## config.mk

```make
export PLATFORM = sky130hd
export DESIGN_NAME = shift_sequencer
export DESIGN_NICKNAME = d
export VERILOG_FILES = /design/src/rtl/shift_sequencer_pkg.sv /design/src/rtl/shift_sequencer_step.sv /design/src/rtl/shift_sequencer.sv
export SDC_FILE = /design/constraint.sdc
export NUM_CORES = 1
export LEC_CHECK = 0
export ABC_AREA = 1
export CAP_MARGIN = 20
export CORE_MARGIN = 2
export CORE_UTILIZATION = 51
export DETAILED_ROUTE_END_ITERATION = 10
export GPL_TIMING_DRIVEN = 1
export HOLD_SLACK_MARGIN = 0.1
export PLACE_DENSITY = 0.81
export SLEW_MARGIN = 0
export SYNTH_ARGS = -nofsm -noshare
export SYNTH_HDL_FRONTEND = slang
export SYNTH_SLANG_ARGS = --single-unit
```

## constraint.sdc

```tcl
create_clock -name clock -period 2.5 [get_ports clock]
set_clock_uncertainty 0.05 [all_clocks]
set_input_delay 0.5 -clock clock [delete_from_list [all_inputs] [get_ports clock]]
set_output_delay 0.5 -clock clock [all_outputs]
set_load 0.005 [all_outputs]
```

## src/rtl/shift_sequencer_pkg.sv

```systemverilog
// shift_sequencer_pkg: op/state encodings, default sizes and op decode shared by the shift sequencer
package shift_sequencer_pkg;
    localparam int DATA_W_DEF = 32;
    localparam int STEP_DEF = 1;
    typedef enum logic [2:0] {SHR_OP = 3'd0, SHRA_OP = 3'd1, SHL_OP = 3'd2, ROR_OP = 3'd3, ROL_OP = 3'd4} op_t;
    typedef enum logic [1:0] {S_IDLE = 2'd0, S_SHIFT = 2'd1, S_DONE = 2'd2} state_t;
    // reserved encodings execute as a logical right shift
    function automatic op_t decode_op(input logic [2:0] op);
        return op > 3'd4 ? SHR_OP : op_t'(op);
    endfunction
endpackage

```

## src/rtl/shift_sequencer_step.sv

```systemverilog
// shift_step: combinational shift/rotate of d by k (0..STEP) according to op
module shift_step
    import shift_sequencer_pkg::*;
#(
    parameter int DATA_W = DATA_W_DEF,
    parameter int STEP = STEP_DEF,
    parameter int KW = $clog2(STEP + 1)
) (
    input  logic [2:0]        op,
    input  logic [KW-1:0]     k,
    input  logic [DATA_W-1:0] d,
    output logic [DATA_W-1:0] q
);
    logic [2*DATA_W-1:0] rr, rl;
    logic [DATA_W-1:0] sra;
    always_comb begin
        rr = {d, d} >> k;
        rl = {d, d} << k;
        sra = $signed(d) >>> k;
        q = op == SHRA_OP ? sra :
            op == SHL_OP  ? d << k :
            op == ROR_OP  ? rr[DATA_W-1:0] :
            op == ROL_OP  ? rl[2*DATA_W-1:DATA_W] : d >> k;
    end
endmodule

```

## src/rtl/shift_sequencer.sv

```systemverilog
// shift_sequencer: multi-cycle shift/rotate unit, STEP bits per clock with start/busy/done handshake.
// Define SHIFT_SEQ_FULLAMT_EN to saturate shifts whose full amount reaches DATA_W.
module shift_sequencer
    import shift_sequencer_pkg::*;
#(
    parameter int DATA_W = DATA_W_DEF,
    parameter int STEP = STEP_DEF,
    parameter int AMT_W = $clog2(DATA_W)
) (
    input  logic              clock,
    input  logic              clear,
    input  logic              start,
    input  logic [2:0]        op,
    input  logic [DATA_W-1:0] data_in,
    input  logic [DATA_W-1:0] shift_amount,
    input  logic              abort,
    output logic              busy,
    output logic              done,
    output logic [DATA_W-1:0] result,
    output logic              illegal_op
);
    localparam int KW = $clog2(STEP + 1);
    state_t state;
    op_t op_r;
    logic [DATA_W-1:0] work, nxt, sat_val;
    logic [AMT_W-1:0] rem, amt;
    logic [KW-1:0] k;
    logic sat, sat_in;
    assign amt = shift_amount[AMT_W-1:0];
    assign k = rem < AMT_W'(STEP) ? rem[KW-1:0] : KW'(STEP);
    assign sat_val = op_r == SHRA_OP ? {DATA_W{work[DATA_W-1]}} : '0;
`ifdef SHIFT_SEQ_FULLAMT_EN
    // rotates keep mod-DATA_W behaviour; plain shifts collapse to a single saturating step
    assign sat_in = shift_amount >= DATA_W && !(decode_op(op) inside {ROR_OP, ROL_OP});
`else
    logic unused_hi;
    assign unused_hi = ^shift_amount[DATA_W-1:AMT_W];
    assign sat_in = 1'b0;
`endif
    shift_step #(.DATA_W(DATA_W), .STEP(STEP)) u_step (
        .op(op_r),
        .k(k),
        .d(work),
        .q(nxt)
    );
    always_ff @(posedge clock) begin
        if (!clear) begin
            state <= S_IDLE;
            busy <= 1'b0;
            done <= 1'b0;
            result <= '0;
            illegal_op <= 1'b0;
            rem <= '0;
            work <= '0;
            op_r <= SHR_OP;
            sat <= 1'b0;
        end else begin
            case (state)
                S_IDLE: if (start) begin
                    work <= data_in;
                    op_r <= decode_op(op);
                    rem <= amt;
                    sat <= sat_in;
                    illegal_op <= illegal_op | (op > 3'd4);
                    if (amt == '0 && !sat_in) begin
                        state <= S_DONE;
                        done <= 1'b1;
                        result <= data_in;
                    end else begin
                        state <= S_SHIFT;
                        busy <= 1'b1;
                    end
                end
                S_SHIFT: if (abort) begin
                    state <= S_IDLE;
                    busy <= 1'b0;
                end else begin
                    work <= sat ? sat_val : nxt;
                    rem <= sat ? '0 : rem - AMT_W'(k);
                    if (sat || rem == AMT_W'(k)) begin
                        state <= S_DONE;
                        busy <= 1'b0;
                        done <= 1'b1;
                        result <= sat ? sat_val : nxt;
                    end
                end
                default: begin
                    state <= S_IDLE;
                    done <= 1'b0;
                end
            endcase
        end
    end
endmodule

```

# --- After elaboration in Yosys (flattened, before gate mapping) ---
# Cells that the tools add are included.
classes:
  addsub: 1
  muxes: 32
  n_lt_le_gt_ge: 2
  bitwise_logic: 1
  n_reduce_logical: 9
  n_shift: 5
  n_eq_ne: 12
ops:
  columns: ["op", "count"]
  rows:
  - ["$mux 32", 10]
  - ["$pmux 32 s2", 2]
  - ["$shl 64x1->64", 1]
  - ["$shr 64x1->32", 1]
  - ["$shl 32x1->32", 1]
  - ["$shr 32x1->32", 1]
  - ["$sshr 32x1->32", 1]
  - ["$mux 5", 2]
  - ["$ne 2x2->1 const B", 5]
  - ["$pmux 5 s2", 1]
  - ["$mux 1", 9]
  - ["$mux 2", 4]
  - ["$reduce_and 4->1", 2]
  - ["$eq 3x2->1 const B", 2]
  - ["$eq 5x1->1", 1]
  - ["$logic_not 5->1", 1]
  - ["$lt 5x1->1 const B", 1]
  - ["$reduce_and 5->1", 1]
  - ["$sub 5x1->5", 1]
  - ["$pmux 1 s2", 2]
  - ["$pmux 2 s2", 1]
  - ["$reduce_and 2->1", 2]
  - ["$eq 3x1->1 const B", 1]
  - ["$eq 3x3->1 const B", 1]
  - ["8 further kinds", 8]
word_totals:
  output_inout_bits: 35
  regBits: 77
  wordCells: 70
  input_bits: 71

# --- Logic depth before layout (Yosys ltp) ---
logic_depth:
  ltp_word: 10
  mapped_depth: 11
  mapped_depth_nobuf: 10

# --- Cells and area by module ---
# A second synthesis with hierarchy kept.
hier_totals:
  hier_cells: 673
  hier_area_um2: 4305.4
modules_own_cells:
  columns: ["module", "seq_area_each_um2", "cells_per_inst", "area_per_inst_um2", "instances"]
  rows:
  - ["shift_sequencer", 1541.5, 455, 3349.5, 1]
  - ["shift_step", 0.0, 218, 955.9, 1]

# --- Worst setup path before layout ---
# Ideal clock, no wire load.
synth_timing:
  path_kind: "register -> register"
  from: "register rem[3]"
  to: "register result[18]"
  n_path_buf: 1
  setup_time_ns: 0.116
  arrival_time_ns: 1.528
  synth_period_minus_slack_ns: 1.695
  required_ns: 2.334
  slack_ns: 0.805
  path_stages_with_launch: 12
  path_cell_list: "dfxtp_1 nor2_4 a21oi_1 inv_1 ha_1 nand3_2 a21oi_4 o21ai_4 buf_6 nand2_1 nand2_1 a21oi_2"
synth_via:
  elab_chain_len: 10
  word_cells_on_any_way: 17
  classes_between: "order compare (1); eq/ne (2); shift (5); mux (8); reduce/logical (1)"
synth_lines:
  columns: ["element", "line", "text"]
  rows:
  - ["from (decl)", "shift_sequencer.sv:26", "logic [AMT_W-1:0] rem, amt;"]
  - ["from (signal assigned)", "shift_sequencer.sv:62", "rem <= amt;"]
  - ["from (signal assigned)", "shift_sequencer.sv:79", "rem <= sat ? '0 : rem - AMT_W'(k);"]
  - ["$lt 5x1->1", "shift_sequencer.sv:30", "assign k = rem < AMT_W'(STEP) ? rem[KW-1:0] : KW'(STEP);"]
  - ["$mux 1", "shift_sequencer.sv:30", null]
  - ["$shr 32x1->32 / $shl 64x1->64 (equally long branches)", "shift_sequencer_step.sv:23, shift_sequencer_step.sv:18", null]
  - ["$mux 32", "shift_sequencer_step.sv:23", "op == ROL_OP ? rl[2*DATA_W-1:DATA_W] : d >> k;"]
  - ["$mux 32", "shift_sequencer_step.sv:22", "op == ROR_OP ? rr[DATA_W-1:0] :"]
  - ["$mux 32", "shift_sequencer_step.sv:21", "op == SHL_OP ? d << k :"]
  - ["$mux 32", "shift_sequencer_step.sv:20", "q = op == SHRA_OP ? sra :"]
  - ["$mux 32", "shift_sequencer.sv:80", "if (sat || rem == AMT_W'(k)) begin"]
  - ["$mux 32", "shift_sequencer.sv:74", "S_SHIFT: if (abort) begin"]
  - ["$pmux 32 s2", "shift_sequencer.sv:58", "case (state)"]
  - ["to (signal assigned)", "shift_sequencer.sv:68", "result <= data_in;"]
  - ["to (signal assigned)", "shift_sequencer.sv:84", "result <= sat ? sat_val : nxt;"]
  - ["to (decl)", "shift_sequencer.sv:19", "output logic [DATA_W-1:0] result,"]
# Parallel ways exist; a longest one is shown, timed or not. The select of a mux whose other input is x is not followed.
# A chain may end at the register's enable or synchronous reset.

# --- Final worst setup path ---
layout_timing:
  from: "register rem[1]"
  to: "register result[17]"
# The elaborated chain is that of the path after synthesis.

==> results.yml <==
route:
  antenna_left: 0
  post_drt_wl_per_cell_um: 12.1
  via_per_inst: 5.08
  post-route-drc-count: 0
  first_pass_iters: 5
  vias: 4509
  drt_wl_total_um: 10800
  first_iter_violations: 238
finish:
  drive_above_1_share_pct: 13.1
  final_nets: 850
  n_fill_cell: 806
  n_antenna_cell: 0
  final_core_utilization_pct: 63.4
  multi_input_area_um2: 2360
  seq_area_um2: 1540
  syn2layout_area_growth_pct: 20.7
floorplanning:
  fp.dieH_um: 98.6
  start_util_pct: 52.6
  io_pins: 106
  die_w_um: 98.6
  core-area_um2: 8680
  die-area_um2: 9720
  num_rows: 34
sta:
  fin_setup_tns_ns: 0
  relSlewSlack_pct: 60.8
  setup_viol: 0
  holdWs_ns: 0.418
  final.setup.worst_slack_ns: 0.397
  rsz0062_at_grt: "no"
  post-route-min-period_ns: 2.10
  worst_slew_pin_slew_ns: 0.588
  hold_violations: 0
  maxSlewViolCount: 0
  timing.fmax_ghz: 0.475
  fin_crit_sh_pct: 84.1
synth:
  synthArstFlopShare_pct: 0
  ys_seq_area_share_pct: 33.8
  synth_top_area_share_pct: 33.8
  ys_types: 30
  synth-main-ff-cell: "dfxtp_1"
  synth_nets: 792
  synth.area.top_cells: "dfxtp_1, nand2_1, inv_1"
  syn_area_per_cell_um2: 6.34
  syn_area_um2: 4560
  synth_edf_count: 0
  syn_inst: 719
  synth_compound_area_share_pct: 17.1
  synth_top_family_by_area: "simple AND/OR/NAND/NOR gates"
  synth.mux.area_fraction_pct: 0
  synth_top_area_cell: "dfxtp_1"
  synth-simple-area-share_pct: 34.0
  synth-xor-area-share_pct: 0
  yosys_warnings: 0
  synth-seq-cells: 77
  synthAdderAreaFrac_pct: 0.549
clock_tree:
  cts_resized: 0
  cts-hold-fix-buffers: 0
  clk_pin_slew_worst_paths_ns: 0.08
  cts_tree: "yes"
  clk-insertion-delay-late_ns: 0.35
  clockRootBuffer: "clkbuf_8"
  numCtsBuffers: 9
  postCtsSetupBuffers: 0
  cts_sinks: 77
  clk_path_buf_depth: 2
  cts_max_level: 3
global_routing:
  grt_overflow_total: 0
  grt_pass1_wl_um: 18800
  gr-usage-all-layers_pct: 22.8
  antenna_found_initial: 0
  grt_pass1_vias: 4331
  grt_max_degree: 49
placed_design:
  dp_hpwl_um: 7220
  pre_cts_slack_ns: 0.215
  gp_congestion: 0.818
  io_buffers: 78
power_and_ir_drop:
  internal-power_w: 0.00250
  comb_power_share_pct: 39.1
  power_frac_clock_pct: 22.8
  pwr-share-seq_pct: 38.0
  power.switching_w: 0.00154
  power.leakage_nw: 2.55
  vdd_drop_max_v: 0.000416
  power_density_nw_per_um2: 733
  swShare_pct: 38.1
setup_path:
  reg2reg_depth: 9
  worstSetupPathType: "register to register"
  r2r_start: "rem[1]"
  arrival_ns: 2.27
  cp_data_required_time_ns: 2.67
  cp-end-kind: "register"
  startpoint_type: "register"
  worstPathMaxFanout: 32
  r2r-end: "result[17]"
  reg2reg_slack_ns: 0.40
min_path:
  holdPathEnd: "done"
  hold_path_class: "register to register"
  min-delay-start: "done"
  whs_path_depth: 2
status:
  status: "complete, no violations"
job:
  cap_violations: 0
## worst max-delay path by stage
stage               slack (ns)             from    endpoint  cells after the start
floorplan                 0.81           rem[3]  result[18]                     11
global placement          0.27  shift_amount[1]  result[17]                      7
detailed placement        0.22  shift_amount[1]  result[17]                      7
CTS                       0.41           rem[1]  result[17]                      9
global route              0.23           rem[1]  result[25]                      9
finish                    0.40           rem[1]  result[17]                      9
## cells by family (layout without fill, tap and decap cells)
group | Yosys count | after routing
AND/OR/NAND/NOR | 364 | 364
buffers and inverters | 150 | 211
AO/OA/AOI/OAI | 126 | 126
flip-flops | 77 | 77
adder cells (fa/ha/maj) | 2 | 2
## synthesized netlist by cell type (2+ instances only)
library cell,n
nor2_1,73
a21oi_2,29
nand2_1,202
o21ai_0,40
a21oi_1,48
clkbuf_1,11
nor2_4,2
inv_1,102
nand3_2,2
ha_1,2
buf_2,21
dfxtp_1,77
or2_1,2
a211oi_1,3
nor2_2,6
or2_0,2
nand3_1,44
buf_6,9
inv_2,5
or2_2,28
nand2_2,2
## layout by cell type, fill, tap and decap left out, drive strengths merged
cell           Yosys  routed
clkbuf            11      12
bufinv             0       1
o21bai             1       1
o21ai             41      41
a211oi             3       3
nand3             46      46
a31oi              1       1
buf               30      11
ha                 2       2
clkinv             1       2
nand2            204     204
a21oi             78      78
a31o               1       1
nand3b             1       1
dfxtp             77      77
nor2              81      81
clkdlybuf4s50      0      77
inv              108     108
or2               32      32
o22ai              1       1
## state kept, by name, summed over array words and instances (netlist names)
signal / count
result: 32
work: 32
rem: 5
op_r: 3
state: 2
busy: 1
done: 1
illegal_op: 1
## power groups by stage
stage | sequential, W | clock (W) | combinational (W)
5_1_grt | 0.00156 | 0.000988 | 0.00179
4_1_cts | 0.00153 | 0.000936 | 0.00158
2_1_floorplan | 0.00154 | 0 | 0.00119
3_5_place_dp | 0.00156 | 0 | 0.00157
3_3_place_gp | 0.00155 | 0 | 0.00152
6_report | 0.00153 | 0.000922 | 0.00158
## critical path: stages (launching register included)
cell and delay (ns):
dfxtp_1 0.34, nor2_2 0.20, a21oi_1 0.16, inv_1 0.09
ha_1 0.16, nand3_2 0.13, a21oi_4 0.20, o21ai_4 0.10
inv_4 0.40, a21oi_1 0.14
## metrics by stage
stage / power [W] / instances / instance area, µm²
floorplan: 0.00273 / 719 / 4560
global placement: 0.00307 / 874 / 5320
detailed placement: 0.00313 / 874 / 5320
CTS: 0.00405 / 888 / 5500
global route: 0.00434 / 888 / 5500
finish: 0.00404 / 888 / 5500
## final cells by class
| type | count | area share, % |
|---|---|---|
| multi-input cells | 492 | 42.9 |
| clock inverters | 2 | 0.637 |
| inverters | 109 | 7.48 |
| well taps | 108 | 2.46 |
| repair buffers | 88 | 15.9 |
| clock buffers | 12 | 2.64 |
| flip-flops and latches | 77 | 28.0 |
## routing by layer
layer | GRT usage, % | up-vias | share of wire [%]
met5 | 0 | - | 0
met4 | 6.64 | 0 | 1.2
met3 | 3.33 | 11 | 4.6
met2 | 40.5 | 118 | 49
met1 | 28.8 | 2056 | 45
li1 | - | 2324 | -
Power figures use the tool's default switching activity.
